File: src/rtl/ipv4_tx_pkg.sv
// Shared types and constants for the Ethernet/IPv4 frame transmitter.
package ipv4_tx_pkg;

    typedef enum logic [2:0] {
        ST_IDLE,
        ST_ETH_HDR,
        ST_IP_HDR,
        ST_PAYLOAD,
        ST_PAD
    } tx_state_e;

    localparam logic [15:0] ETHERTYPE_IPV4  = 16'h0800;
    localparam logic [7:0]  IP_VER_IHL      = 8'h45;
    localparam int          ETH_HDR_BYTES   = 14;
    localparam int          IP_HDR_BYTES    = 20;
    localparam int          MIN_ETH_PAYLOAD = 46;
    localparam int          MAX_PAYLOAD     = 64;
    localparam int          CSUM_WORDS      = 9;

    // Zero bytes needed after the payload to reach the 46 B minimum Ethernet payload.
    function automatic int pad_beats(input int payload, input bit pad_to_min);
        int room;
        room = MIN_ETH_PAYLOAD - IP_HDR_BYTES - payload;
        return (pad_to_min && room > 0) ? room : 0;
    endfunction

endpackage

File: src/rtl/ipv4_checksum_accum.sv
// Sequential 16-bit ones'-complement accumulator, one word per clock.
module ipv4_checksum_accum (
    input  logic        CLK,
    input  logic        ARESET,
    input  logic        CLEAR,
    input  logic        WORD_VALID,
    input  logic [15:0] WORD,
    output logic [15:0] SUM
);

    logic [15:0] sum_q, sum_d;
    logic [16:0] raw;

    // Folding the carry straight back in cannot overflow a second time.
    always_comb begin
        raw   = {1'b0, sum_q} + {1'b0, WORD};
        sum_d = sum_q;
        if (CLEAR)
            sum_d = '0;
        else if (WORD_VALID)
            sum_d = raw[15:0] + {15'd0, raw[16]};
    end

    always_ff @(posedge CLK or negedge ARESET) begin
        if (!ARESET) sum_q <= '0;
        else         sum_q <= sum_d;
    end

    assign SUM = sum_q;

endmodule

File: src/rtl/ipv4_frame_tx.sv
// Ethernet/IPv4 frame transmitter: latches addresses and message on START, then streams
// the frame one byte per AXI-S beat with registered tdata/tvalid/tlast/tuser.
module ipv4_frame_tx import ipv4_tx_pkg::*; #(
    parameter int         PAYLOAD_BYTES = 2,
    parameter int         MSG_WIDTH     = 16,
    parameter logic [7:0] TTL           = 8'h80,
    parameter logic [7:0] PROTOCOL      = 8'h04,
    parameter int         PAD_TO_MIN    = 1
) (
    input  logic                 ACLK,
    input  logic                 ARESET,
    input  logic [31:0]          ACCELERATOR_IP_ADDRESS,
    input  logic [47:0]          ACCELERATOR_MAC_ADDRESS,
    input  logic [31:0]          RECIPIENT_IP_ADDRESS,
    input  logic [47:0]          RECIPIENT_MAC_ADDRESS,
    input  logic [MSG_WIDTH-1:0] RECIPIENT_MESSAGE,
    input  logic                 START_IP_TXN,
    input  logic                 ABORT_TXN,
    output logic                 READY_FOR_SEND,
    output logic [7:0]           MAC_DATA_OUT,
    output logic                 MAC_DATA_VALID,
    input  logic                 MAC_DATA_READY,
    output logic                 MAC_DATA_LAST,
    output logic                 MAC_DATA_TUSER,
    output logic [15:0]          FRAME_ID
);

    localparam int              PW        = 8 * PAYLOAD_BYTES;
    localparam int              CW        = $clog2(ETH_HDR_BYTES + IP_HDR_BYTES + MAX_PAYLOAD + 26);
    localparam int              PAD_BEATS = pad_beats(PAYLOAD_BYTES, PAD_TO_MIN != 0);
    localparam logic [15:0]     TOTAL_LEN = 16'(IP_HDR_BYTES + PAYLOAD_BYTES);
    localparam tx_state_e       LAST_ST   = (PAD_BEATS > 0) ? ST_PAD : ST_PAYLOAD;
    localparam logic [CW-1:0]   LAST_CNT  = CW'((PAD_BEATS > 0) ? PAD_BEATS - 1 : PAYLOAD_BYTES - 1);

    tx_state_e     state_q, state_d;
    logic [CW-1:0] cnt_q, cnt_d;
    logic [47:0]   dmac_q, dmac_d, smac_q, smac_d;
    logic [31:0]   sip_q, sip_d, dip_q, dip_d;
    logic [PW-1:0] pay_q, pay_d;
    logic [15:0]   ident_q, ident_d, frame_id_q, frame_id_d;
    logic [7:0]    data_q, data_d;
    logic          valid_q, valid_d, last_q, last_d, tuser_q, tuser_d;
    logic          rfs_q, rfs_d, abort_pend_q, abort_pend_d;
    logic [3:0]    wcnt_q, wcnt_d;

    logic          ck_clear, ck_valid;
    logic [15:0]   ck_word, ck_sum;

    tx_state_e     adv_state;
    logic [CW-1:0] adv_cnt;
    logic [7:0]    adv_byte;
    logic          adv_last;
    logic          xfer, abort_now;

    logic [8*ETH_HDR_BYTES-1:0] eth_hdr, eth_sh;
    logic [8*IP_HDR_BYTES-1:0]  ip_hdr, ip_sh;
    logic [PW-1:0]              pay_sh;
    int                         c;

    ipv4_checksum_accum u_csum (
        .CLK        (ACLK),
        .ARESET     (ARESET),
        .CLEAR      (ck_clear),
        .WORD_VALID (ck_valid),
        .WORD       (ck_word),
        .SUM        (ck_sum)
    );

    assign eth_hdr = {dmac_q, smac_q, ETHERTYPE_IPV4};
    assign ip_hdr  = {IP_VER_IHL, 8'h00, TOTAL_LEN, frame_id_q, 16'h0000, TTL, PROTOCOL,
                      ~ck_sum, sip_q, dip_q};

    // Position of the beat that follows the one currently on the bus.
    always_comb begin
        adv_state = state_q;
        adv_cnt   = cnt_q + CW'(1);
        case (state_q)
            ST_ETH_HDR: if (cnt_q == CW'(ETH_HDR_BYTES - 1)) begin adv_state = ST_IP_HDR;  adv_cnt = '0; end
            ST_IP_HDR:  if (cnt_q == CW'(IP_HDR_BYTES - 1))  begin adv_state = ST_PAYLOAD; adv_cnt = '0; end
            ST_PAYLOAD: if (cnt_q == CW'(PAYLOAD_BYTES - 1)) begin adv_state = ST_PAD;     adv_cnt = '0; end
            default: ;
        endcase
    end

    always_comb begin
        c        = int'(adv_cnt);
        eth_sh   = eth_hdr << (8 * c);
        ip_sh    = ip_hdr << (8 * c);
        pay_sh   = pay_q << (8 * c);
        adv_byte = 8'h00;
        case (adv_state)
            ST_ETH_HDR: adv_byte = eth_sh[8*ETH_HDR_BYTES-1 -: 8];
            ST_IP_HDR:  adv_byte = ip_sh[8*IP_HDR_BYTES-1 -: 8];
            ST_PAYLOAD: adv_byte = pay_sh[PW-1 -: 8];
            default:    adv_byte = 8'h00;
        endcase
        adv_last = (adv_state == LAST_ST) && (adv_cnt == LAST_CNT);
    end

    always_comb begin
        state_d      = state_q;
        cnt_d        = cnt_q;
        dmac_d       = dmac_q;
        smac_d       = smac_q;
        sip_d        = sip_q;
        dip_d        = dip_q;
        pay_d        = pay_q;
        ident_d      = ident_q;
        frame_id_d   = frame_id_q;
        data_d       = data_q;
        valid_d      = valid_q;
        last_d       = last_q;
        tuser_d      = tuser_q;
        rfs_d        = rfs_q;
        abort_pend_d = abort_pend_q;
        wcnt_d       = wcnt_q;
        ck_clear     = 1'b0;
        ck_valid     = 1'b0;
        ck_word      = 16'h0000;
        xfer         = valid_q & MAC_DATA_READY;
        abort_now    = abort_pend_q | ABORT_TXN;

        // Header words fed one per clock; done long before the checksum byte is emitted.
        if (wcnt_q < 4'(CSUM_WORDS)) begin
            ck_valid = 1'b1;
            wcnt_d   = wcnt_q + 4'd1;
            case (wcnt_q)
                4'd0:    ck_word = {IP_VER_IHL, 8'h00};
                4'd1:    ck_word = TOTAL_LEN;
                4'd2:    ck_word = frame_id_q;
                4'd3:    ck_word = 16'h0000;
                4'd4:    ck_word = {TTL, PROTOCOL};
                4'd5:    ck_word = sip_q[31:16];
                4'd6:    ck_word = sip_q[15:0];
                4'd7:    ck_word = dip_q[31:16];
                default: ck_word = dip_q[15:0];
            endcase
        end

        case (state_q)
            ST_IDLE: begin
                if (START_IP_TXN) begin
                    dmac_d                  = RECIPIENT_MAC_ADDRESS;
                    smac_d                  = ACCELERATOR_MAC_ADDRESS;
                    sip_d                   = ACCELERATOR_IP_ADDRESS;
                    dip_d                   = RECIPIENT_IP_ADDRESS;
                    pay_d                   = '0;
                    pay_d[MSG_WIDTH-1:0]    = RECIPIENT_MESSAGE;
                    frame_id_d              = ident_q;
                    state_d                 = ST_ETH_HDR;
                    cnt_d                   = '0;
                    data_d                  = RECIPIENT_MAC_ADDRESS[47:40];
                    valid_d                 = 1'b1;
                    last_d                  = 1'b0;
                    tuser_d                 = 1'b0;
                    rfs_d                   = 1'b0;
                    abort_pend_d            = 1'b0;
                    ck_clear                = 1'b1;
                    ck_valid                = 1'b0;
                    wcnt_d                  = 4'd0;
                end
            end
            default: begin
                if (xfer && last_q) begin
                    state_d      = ST_IDLE;
                    cnt_d        = '0;
                    data_d       = 8'h00;
                    valid_d      = 1'b0;
                    last_d       = 1'b0;
                    tuser_d      = 1'b0;
                    rfs_d        = 1'b1;
                    abort_pend_d = 1'b0;
                    ident_d      = ident_q + 16'd1;
                end else if (xfer) begin
                    state_d      = adv_state;
                    cnt_d        = adv_cnt;
                    data_d       = adv_byte;
                    last_d       = adv_last | abort_now;
                    tuser_d      = abort_now;
                    abort_pend_d = 1'b0;
                end else if (ABORT_TXN && !last_q) begin
                    // Held beat stays untouched; the abort marks the next beat loaded.
                    abort_pend_d = 1'b1;
                end
            end
        endcase
    end

    always_ff @(posedge ACLK or negedge ARESET) begin
        if (!ARESET) begin
            state_q      <= ST_IDLE;
            cnt_q        <= '0;
            dmac_q       <= '0;
            smac_q       <= '0;
            sip_q        <= '0;
            dip_q        <= '0;
            pay_q        <= '0;
            ident_q      <= '0;
            frame_id_q   <= '0;
            data_q       <= '0;
            valid_q      <= 1'b0;
            last_q       <= 1'b0;
            tuser_q      <= 1'b0;
            rfs_q        <= 1'b1;
            abort_pend_q <= 1'b0;
            wcnt_q       <= 4'(CSUM_WORDS);
        end else begin
            state_q      <= state_d;
            cnt_q        <= cnt_d;
            dmac_q       <= dmac_d;
            smac_q       <= smac_d;
            sip_q        <= sip_d;
            dip_q        <= dip_d;
            pay_q        <= pay_d;
            ident_q      <= ident_d;
            frame_id_q   <= frame_id_d;
            data_q       <= data_d;
            valid_q      <= valid_d;
            last_q       <= last_d;
            tuser_q      <= tuser_d;
            rfs_q        <= rfs_d;
            abort_pend_q <= abort_pend_d;
            wcnt_q       <= wcnt_d;
        end
    end

    assign READY_FOR_SEND = rfs_q;
    assign MAC_DATA_OUT   = data_q;
    assign MAC_DATA_VALID = valid_q;
    assign MAC_DATA_LAST  = last_q;
    assign MAC_DATA_TUSER = tuser_q;
    assign FRAME_ID       = frame_id_q;

endmodule

File: config.mk
export PLATFORM = sky130hd
export DESIGN_NAME = ipv4_frame_tx
export DESIGN_NICKNAME = d
export VERILOG_FILES = /design/src/rtl/ipv4_tx_pkg.sv /design/src/rtl/ipv4_checksum_accum.sv /design/src/rtl/ipv4_frame_tx.sv
export SDC_FILE = /design/constraint.sdc
export NUM_CORES = 1
export LEC_CHECK = 0
export CORE_ASPECT_RATIO = 0.6
export CORE_MARGIN = 3
export CORE_UTILIZATION = 55
export DETAILED_ROUTE_END_ITERATION = 6
export GPL_ROUTABILITY_DRIVEN = 0
export PLACE_DENSITY = 0.79
export SYNTH_ARGS = -nofsm -noshare
export SYNTH_HDL_FRONTEND = slang
export SYNTH_SLANG_ARGS = --single-unit
File: constraint.sdc
create_clock -name ACLK -period 9.4 [get_ports ACLK]
set_input_delay 1.88 -clock ACLK [delete_from_list [all_inputs] [get_ports ACLK]]
set_output_delay 1.88 -clock ACLK [all_outputs]
set_load 0.05 [all_outputs]
==> metrics.md, run 1 <==
| Metric | Value |
|---|---|
| Vias/cell | `6.258` |
| Worst r2r path cells | `19` |
| Yosys top cell by area | `dfrtp_1` |
| Synth Area in Simple Gates | `a little over a quarter` |
| Clock Latency Late Sink | `0.54 ns` |
| LEAKAGE | `8.025 nW` |
| Area grow syn2layout | `20.83%` |
| Grt ovf | `0` |
| Largest cells by area after synthesis | `dfrtp_1 44%, nand2_1 18%, mux2i_1 3.6%, a21oi_1 2.6%, ha_1 2.2%` |
| Total GRT Usage | `35.11%` |
| Startpoint types | `flop` |
| Chip Height | `129.7 um` |
| Synth Instances | `roughly 1,700` |
| Clock root cell | `clkbuf_16` |
| Vias in the first global route | `12,660` |
| Outcome | `finished with violations` |
| Worst-Margin Slew | `~1.1 ns` |
| Failing checks | `design-rule violations` |
| Post-route cell area | `0.01694 sq mm` |
| I/O pin count | `roughly 210` |
| Avg Synthesized Cell Area | `8.171 sq um` |
| Synth Net Count | `roughly 1,900` |
| Compound-Gate Fraction of Synth Area | `15.35%` |
| Endpoints failing setup | `0` |
| Wirelength per Cell | `22.40 um` |
| Most frequent cell after synthesis | `nand2_1` |
| Initial antenna violation count | `0` |
| Placed inst area | `0.01613 sq mm` |
| First-pass DRT Iterations | `7` |
| Max Cap Viol | `0` |
| Power Dens Cells | `383.5 mW/mm^2` |
| Setup TNS | `0 ns` |
| Hold WC Path Type | `flop to flop` |
| Total power draw | `6.497 mW` |
| DP Cell Count | `2,149` |
| Setup CP Type | `flop to flop` |
| Synth cell types | `roughly 90` |
| Met2 usage | `43.75%` |
| Xor/xnor cell area share of the yosys netlist | `under 10%` |
| Worst slew margin | `24.61%` |
| Post-cts repair resize count | `0` |
| Pin count of the biggest net entering global routing | `roughly 140` |
| Post-DRT Antenna Nets | `0` |
| Post-synth EDFFs | `0` |
| Critical path arrival | `6.24 ns` |
| Max FO, Critical Path | `34` |
| WHS | `0.4754 ns` |
| Synth Warn # | `0` |
| Dominant synthesized flop cell | `dfrtp_1` |
| Diode count | `0` |
| # DRC | `between 70 and 80` |
| Site Rows | `44` |
| Worst clock skew | `around 0.017 ns` |
| I/O Buffers | `208` |
| Crit end category | `flop` |
| FFs w/ async S/R, synth | `100.0%` |
| CP Data Required Time | `approximately 9.8 ns` |
| Mux contribution to synthesized area | `3.971%` |
| Post-CTS Setup Bufs | `0` |
| Die area | `0.02751 sq mm` |
| Share of cells above drive strength 1 | `between 4 and 5%` |
| Post-synthesis adder-cell area fraction | `2.374%` |
| Starting DRT DRC Count | `2,260` |
| Total wire length | `approximately 49,000 um` |
| Final Max Slew Viols | `0` |
| Starting Density | `about 57%` |
| Die Width | `~210 um` |
| Most Used Layer, Global Route | `met1` |
| Tcrit/Tclk final | `62.54%` |
| DP Wirelength | `35,970 um` |
| Hold Crit Depth | `2` |
| First-pass GRT wire length | `73,630 um` |
| Synth Register Bits | `251` |
| Top-area cell type share of the netlist area | `between 40 and 50%` |
| Fmax | `170.1 MHz` |
| CTS H-tree depth | `1` |
| Min Clock Period, post-route | `~5.9 ns` |
| GR met1 Demand/Resource | `53.46%` |
| Clock transition at path regs | `0.06 ns` |
| CTS tree | `done` |
| Final Non-Filler Cells | `2,194` |
| Clock buffer depth | `3` |
| Clock Sinks | `251` |
| Detailed-route via count | `13,730` |
| Met3 Usage GRT | `17.54%` |
| Final nets | `2,061` |
| Register area share after synthesis | `44.82%` |
| Main combinational cell family by area after synthesis | `simple AND/OR/NAND/NOR gates` |
| Hold Fails Final Rpt | `0` |
| Area of the core | `about 0.025 sq mm` |
| Post-Syn Area | `around 0.014 sq mm` |
| Hold_buf cts | `0` |
| VDD IR max | `0.1972 mV` |
| CTS Buf Count | `25` |
| Post-synth top cells | `688 x nand2_1, 248 x dfrtp_1, 73 x a21oi_1` |
| Unrepaired setup endpoints after global routing | `no` |
[power breakdown]
group          switching, mW  internal, mW
registers              0.524          1.54
logic                   2.20          1.23
clock network          0.433         0.567
total                   3.16          3.34
[final timing paths]
kind                                  from             end  slack [ns]
min in group asynchronous           ARESET        dip_q[2]        1.40
max in group asynchronous           ARESET       sip_q[11]        6.70
worst max-delay path             wcnt_q[2]  u_csum.SUM[14]        3.52
worst min-delay path            smac_q[27]      smac_q[27]        0.48
worst max register to register   wcnt_q[2]  u_csum.SUM[14]        3.52
worst min register to register  smac_q[27]      smac_q[27]        0.48
[registers in the layout, indices dropped and copies added, names as in the netlist]
register	flops
MAC_DATA_VALID	1
dip_q	32
abort_pend_q	1
MAC_DATA_TUSER	1
MAC_DATA_OUT	8
wcnt_q	4
ident_q	16
dmac_q	48
state_q	3
u_csum.SUM	16
cnt_q	7
FRAME_ID	16
READY_FOR_SEND	1
pay_q	16
smac_q	48
MAC_DATA_LAST	1
sip_q	32
[kinds of logic (layout without fill, tap and decap cells)]
kind of cell / count (synthesis) / count (layout)
xor gates and xnor gates: 42 / 42
DFF: 251 / 251
buffers and inverters: 133 / 289
muxes: 54 / 54
and+or+nand+nor: 896 / 896
AOI/OAI and AO/OA: 314 / 314
adders and majority gates: 26 / 26
[critical path: stages, from the launching register on]
cell and delay, ns:
dfrtp_1 0.98, inv_1 0.30, nand2_1 0.21, nand2_1 0.67, o211a_1 0.40, ha_1 0.35
nor2b_1 0.18, o31ai_1 0.39, a21o_1 0.29, o2111ai_1 0.16, a21o_1 0.22, a21o_1 0.18
a21o_1 0.19, ha_1 0.23, ha_1 0.23, and3_1 0.24, o31a_1 0.14, nand4_1 0.11
xnor2_1 0.13, a21oi_1 0.08
[area by class of cell]
cell class              instances  area, sq um
flip-flops and latches        251         6285
well taps                     322        402.9
repair buffers                221         2197
multi-input cells            1332         7162
clock buffers                  37        730.7
inverters                      23        86.33
clock inverters                 8        77.57
fillers                      1991         7667
[through the flow]
step | utilization (%) | setup WS (ns)
after floorplan | - | 4.640
final | 68.84 | 3.521
after detailed placement | 65.56 | 3.802
after CTS | 68.84 | 3.752
after global routing | 68.84 | 3.193
after global placement | 65.56 | 4.143
[layer usage]
metal	vias up	wire length, um
met3	156	8520
li1	6111	-
met4	2	1244
met5	-	53
met2	1019	18250
met1	6442	21070
[cells in the final DEF, fill, tap and decap left out, types with 7 or more instances in the layout]
master           synthesis  final
a211oi_1                14     14
a21o_1                   9      9
a21oi_1                 73     73
a221oi_1                18     18
a22o_1                  10     10
a22oi_1                 10     10
a31oi_1                 18     18
and2_1                   8      8
and3_1                   9      9
buf_4                   17     12
clkbuf_16                0     25
clkdlybuf4s50_1          0    207
dfrtp_1                248    248
ha_1                    25     25
inv_1                   22     22
mux2i_1                 50     50
nand2_1                688    687
nand3_1                 33     33
nand4_1                 14     14
nor2_1                  72     72
nor3_1                  26     24
o21a_1                   7      7
o21ai_0                 60     60
o22ai_1                 12     12
or3_1                    7      7
xnor2_1                 29     29
xor2_1                  12     12
Power figures use the tool's default switching activity.
==> run 2: changes to the inputs <==
Settings changed: CORE_UTILIZATION 55 to 50, PLACE_DENSITY 0.79 to 0.76.
Clock period 9.4 ns to 5.1 ns, I/O delays scaled along.
==> run 2 against run 1 <==
Compared with the run above: the run now ends clean; clock-buffer cell count is 1 lower; worst hold slack worse by 0.0058 ns; worst setup slack worse by 3.4 ns; largest power group unchanged; register-to-register slack worse by 3.4 ns; routed wire length is 1.8% higher; final area is 0.89% higher; cell count is 2.1% higher.
==> metrics.md, run 2 (synthesis results as in run 1) <==
| Metric | Value |
|---|---|
| Outcome | `complete, no violations (was finished with violations)` |
| Clock Sinks | `251 (unchanged)` |
| Max FO, Critical Path | `12 (was 34)` |
| Crit end category | `flop (unchanged)` |
| Commonest non-fill, non-tap cell in the layout | `nand2_1 (unchanged)` |
| Startpoint types | `flop (unchanged)` |
| Hold Fails Final Rpt | `0 (unchanged)` |
| Buf+Inv Stages, Crit Path | `1 (unchanged)` |
| Total power draw | `12.04 mW (was 6.497 mW)` |
| Starting DRT DRC Count | `2,305 (was 2,260)` |
| Endpoints failing setup | `0 (unchanged)` |
| Vias in the first global route | `12,890 (was 12,660)` |
| Min Clock Period, post-route | `4.998 ns (was 5.879 ns)` |
| Starting Density | `51.94% (was 56.98%)` |
| Site Rows | `46 (was 44)` |
| First-pass DRT Iterations | `7 (unchanged)` |
| Vias/cell | `6.160 (was 6.258)` |
| DP Wirelength | `36,930 um (was 35,970 um)` |
| Hold WC Path Type | `flop to flop (unchanged)` |
| Crit-path max cell delay | `0.56 ns (was 0.98 ns)` |
| Clock transition at path regs | `0.06 ns (about the same)` |
| Final nets | `2,071 (was 2,061)` |
| LEAKAGE | `8.073 nW (was 8.025 nW)` |
| Worst slew margin | `15.89% (was 24.61%)` |
| Reg2reg end | `u_csum.SUM[14] (unchanged)` |
| Share of cells above drive strength 1 | `5.162% (was 4.487%)` |
| Tcrit/Tclk final | `98.01% (was 62.54%)` |
| HP Start | `smac_q[6] (was smac_q[27])` |
| I/O Buffers | `208 (unchanged)` |
| Chip Height | `135.7 um (was 129.7 um)` |
| Reg-to-reg slack, setup | `0.10 ns (was 3.52 ns)` |
| Die area | `0.03015 sq mm (was 0.02751 sq mm)` |
| Worst clock skew | `0.02652 ns (was 0.01665 ns)` |
| Grt ovf | `0 (unchanged)` |
| I/O pin count | `209 (unchanged)` |
| Fin util | `63.32% (was 68.84%)` |
| Worst Hold Path EP | `smac_q[6] (was smac_q[27])` |
| Total GRT Usage | `32.21% (was 35.11%)` |
| # DRC | `0 (was 78)` |
| Fmax | `200.1 MHz (was 170.1 MHz)` |
| Critical path's top delay family | `compound AO/OA/AOI/OAI gates (unchanged)` |
| CTS tree | `done (unchanged)` |
| Hold Crit Depth | `2 (unchanged)` |
| Commonest non-fill, non-tap cells in the layout | `687 x nand2_1, 248 x dfrtp_1, 207 x clkdlybuf4s50_1 (unchanged)` |
| FF/Latch Area | `0.006285 sq mm (unchanged)` |
| Total wire length | `50,020 um (was 49,150 um)` |
| CP Data Required Time | `5.51 ns (was 9.76 ns)` |
| CTS Buf Count | `25 (unchanged)` |
| Setup CP Type | `flop to flop (unchanged)` |
| Detailed-route via count | `13,800 (was 13,730)` |
| Clock root cell | `clkbuf_16 (unchanged)` |
| Final Max Slew Viols | `0 (unchanged)` |
| Max Cap Viol | `0 (unchanged)` |
| Clock Latency Late Sink | `0.54 ns (about the same)` |
| Clock buffer depth | `3 (unchanged)` |
| Hold_buf cts | `0 (unchanged)` |
| WHS | `0.4696 ns (was 0.4754 ns)` |
| Crit-path cells | `inv_1, ha_1, and3_1, a221oi_1, a21oi_1, ha_1, a21o_1, o32ai_1, a21o_1, o2111ai_2, a21o_1, a21o_1, a21o_1, ha_1, ha_1, and3_4, o31a_1, nand4_1, xnor2_1, a21oi_1 (was inv_1, nand2_1, nand2_1, o211a_1, ha_1, nor2b_1, o31ai_1, a21o_1, o2111ai_1, a21o_1, a21o_1, a21o_1, ha_1, ha_1, and3_1, o31a_1, nand4_1, xnor2_1, a21oi_1)` |
| Slowest CP cell | `a221oi_1 (was dfrtp_1)` |
| Multi-input logic area | `0.007186 sq mm (was 0.007162 sq mm)` |
| Placed inst area | `0.01627 sq mm (was 0.01613 sq mm)` |
| Area grow syn2layout | `21.91% (was 20.83%)` |
| Power Dens Cells | `704.7 mW/mm^2 (was 383.5 mW/mm^2)` |
| VDD IR max | `0.3489 mV (was 0.1972 mV)` |
| Area of the core | `0.02699 sq mm (was 0.02461 sq mm)` |
| Initial antenna violation count | `0 (unchanged)` |
| R2R Path Start | `wcnt_q[1] (was wcnt_q[2])` |
| WP depth | `20 (was 19)` |
| CTS H-tree depth | `1 (unchanged)` |
| Top Registers | `dmac_q (48), smac_q (48) (unchanged)` |
| Critical path arrival | `5.41 ns (was 6.24 ns)` |
| Wirelength per Cell | `22.33 um (was 22.40 um)` |
| Post-route cell area | `0.01709 sq mm (was 0.01694 sq mm)` |
| Fillers | `2,301 (was 1,991)` |
| Worst-Margin Slew | `1.252 ns (was 1.128 ns)` |
| Most frequent CP cell | `a21o_1 (unchanged)` |
| Pin count of the biggest net entering global routing | `134 (was 141)` |
| Post-DRT Antenna Nets | `0 (unchanged)` |
| Die Width | `222.2 um (was 212.1 um)` |
| Worst r2r path cells | `20 (was 19)` |
| First-pass GRT wire length | `75,180 um (was 73,630 um)` |
-- run 2: cell count changes in the layout (fill, tap and decap cells not counted), moves of 2 or more --
cell,change
and3_1,-2
buf_4,+8
inv_6,-2
buf_12,+2
-- run 2: timing repair --
action	4_1_cts	5_1_grt
hold endpoints to repair	0	0
setup endpoints to repair	0	12
resized for setup	0	7
buffers inserted	0	2
-- run 2: metal layers --
metal,share of wire [%],wire (um),track usage [%]
met3,18,9022,16.46
met4,2.0,1018,5.289
met1,43,21560,48.92
met2,37,18360,40.64
met5,0.10,52,0
-- run 2: worst max-delay path by stage --
stage	from	endpoint
final	wcnt_q[1]	u_csum.SUM[14]
after global routing	wcnt_q[0]	u_csum.SUM[7]
after CTS	wcnt_q[0]	u_csum.SUM[14]
after detailed placement	wcnt_q[0]	u_csum.SUM[14]
after global placement	wcnt_q[0]	u_csum.SUM[14]
after floorplan	wcnt_q[0]	u_csum.SUM[14]
-- run 2: worst register-to-register path: cells and delay by family, from the launching register on --
| family | cells | cell delay [ns] |
|---|---|---|
| AO/OA/AOI/OAI | 11 | 2.47 |
| XOR/XNOR | 1 | 0.13 |
| adder cells (fa/ha/maj) | 4 | 1.14 |
| buffers and inverters | 1 | 0.10 |
| flip-flops | 1 | 0.43 |
| AND/OR/NAND/NOR | 3 | 0.64 |
-- run 2: stage by stage --
stage                     setup slack (ns)  std cells  setup TNS [ns]
after floorplan                     0.3400       1716               0
after global placement              0.2301       2195               0
after detailed placement            0.1310       2195               0
after CTS                          0.08403       2237               0
after global routing              -0.01857       2239        -0.03240
final                               0.1016       2240               0
-- run 2: cell type report --
| cell class | instances | share of cell area [%] |
|---|---|---|
| antenna | 1 | 0.01464 |
| clock buffer | 36 | 4.194 |
| clock inverter | 6 | 0.4026 |
| timing repair buffer | 231 | 13.44 |
| inverter | 23 | 0.5051 |
| multi-input combinational | 1332 | 42.04 |
| sequential | 251 | 36.77 |
| tap | 360 | 2.635 |
-- run 2: power by group --
part,switching [mW],internal [mW]
registers,0.984,2.84
logic,4.08,2.33
clock network,0.781,1.03
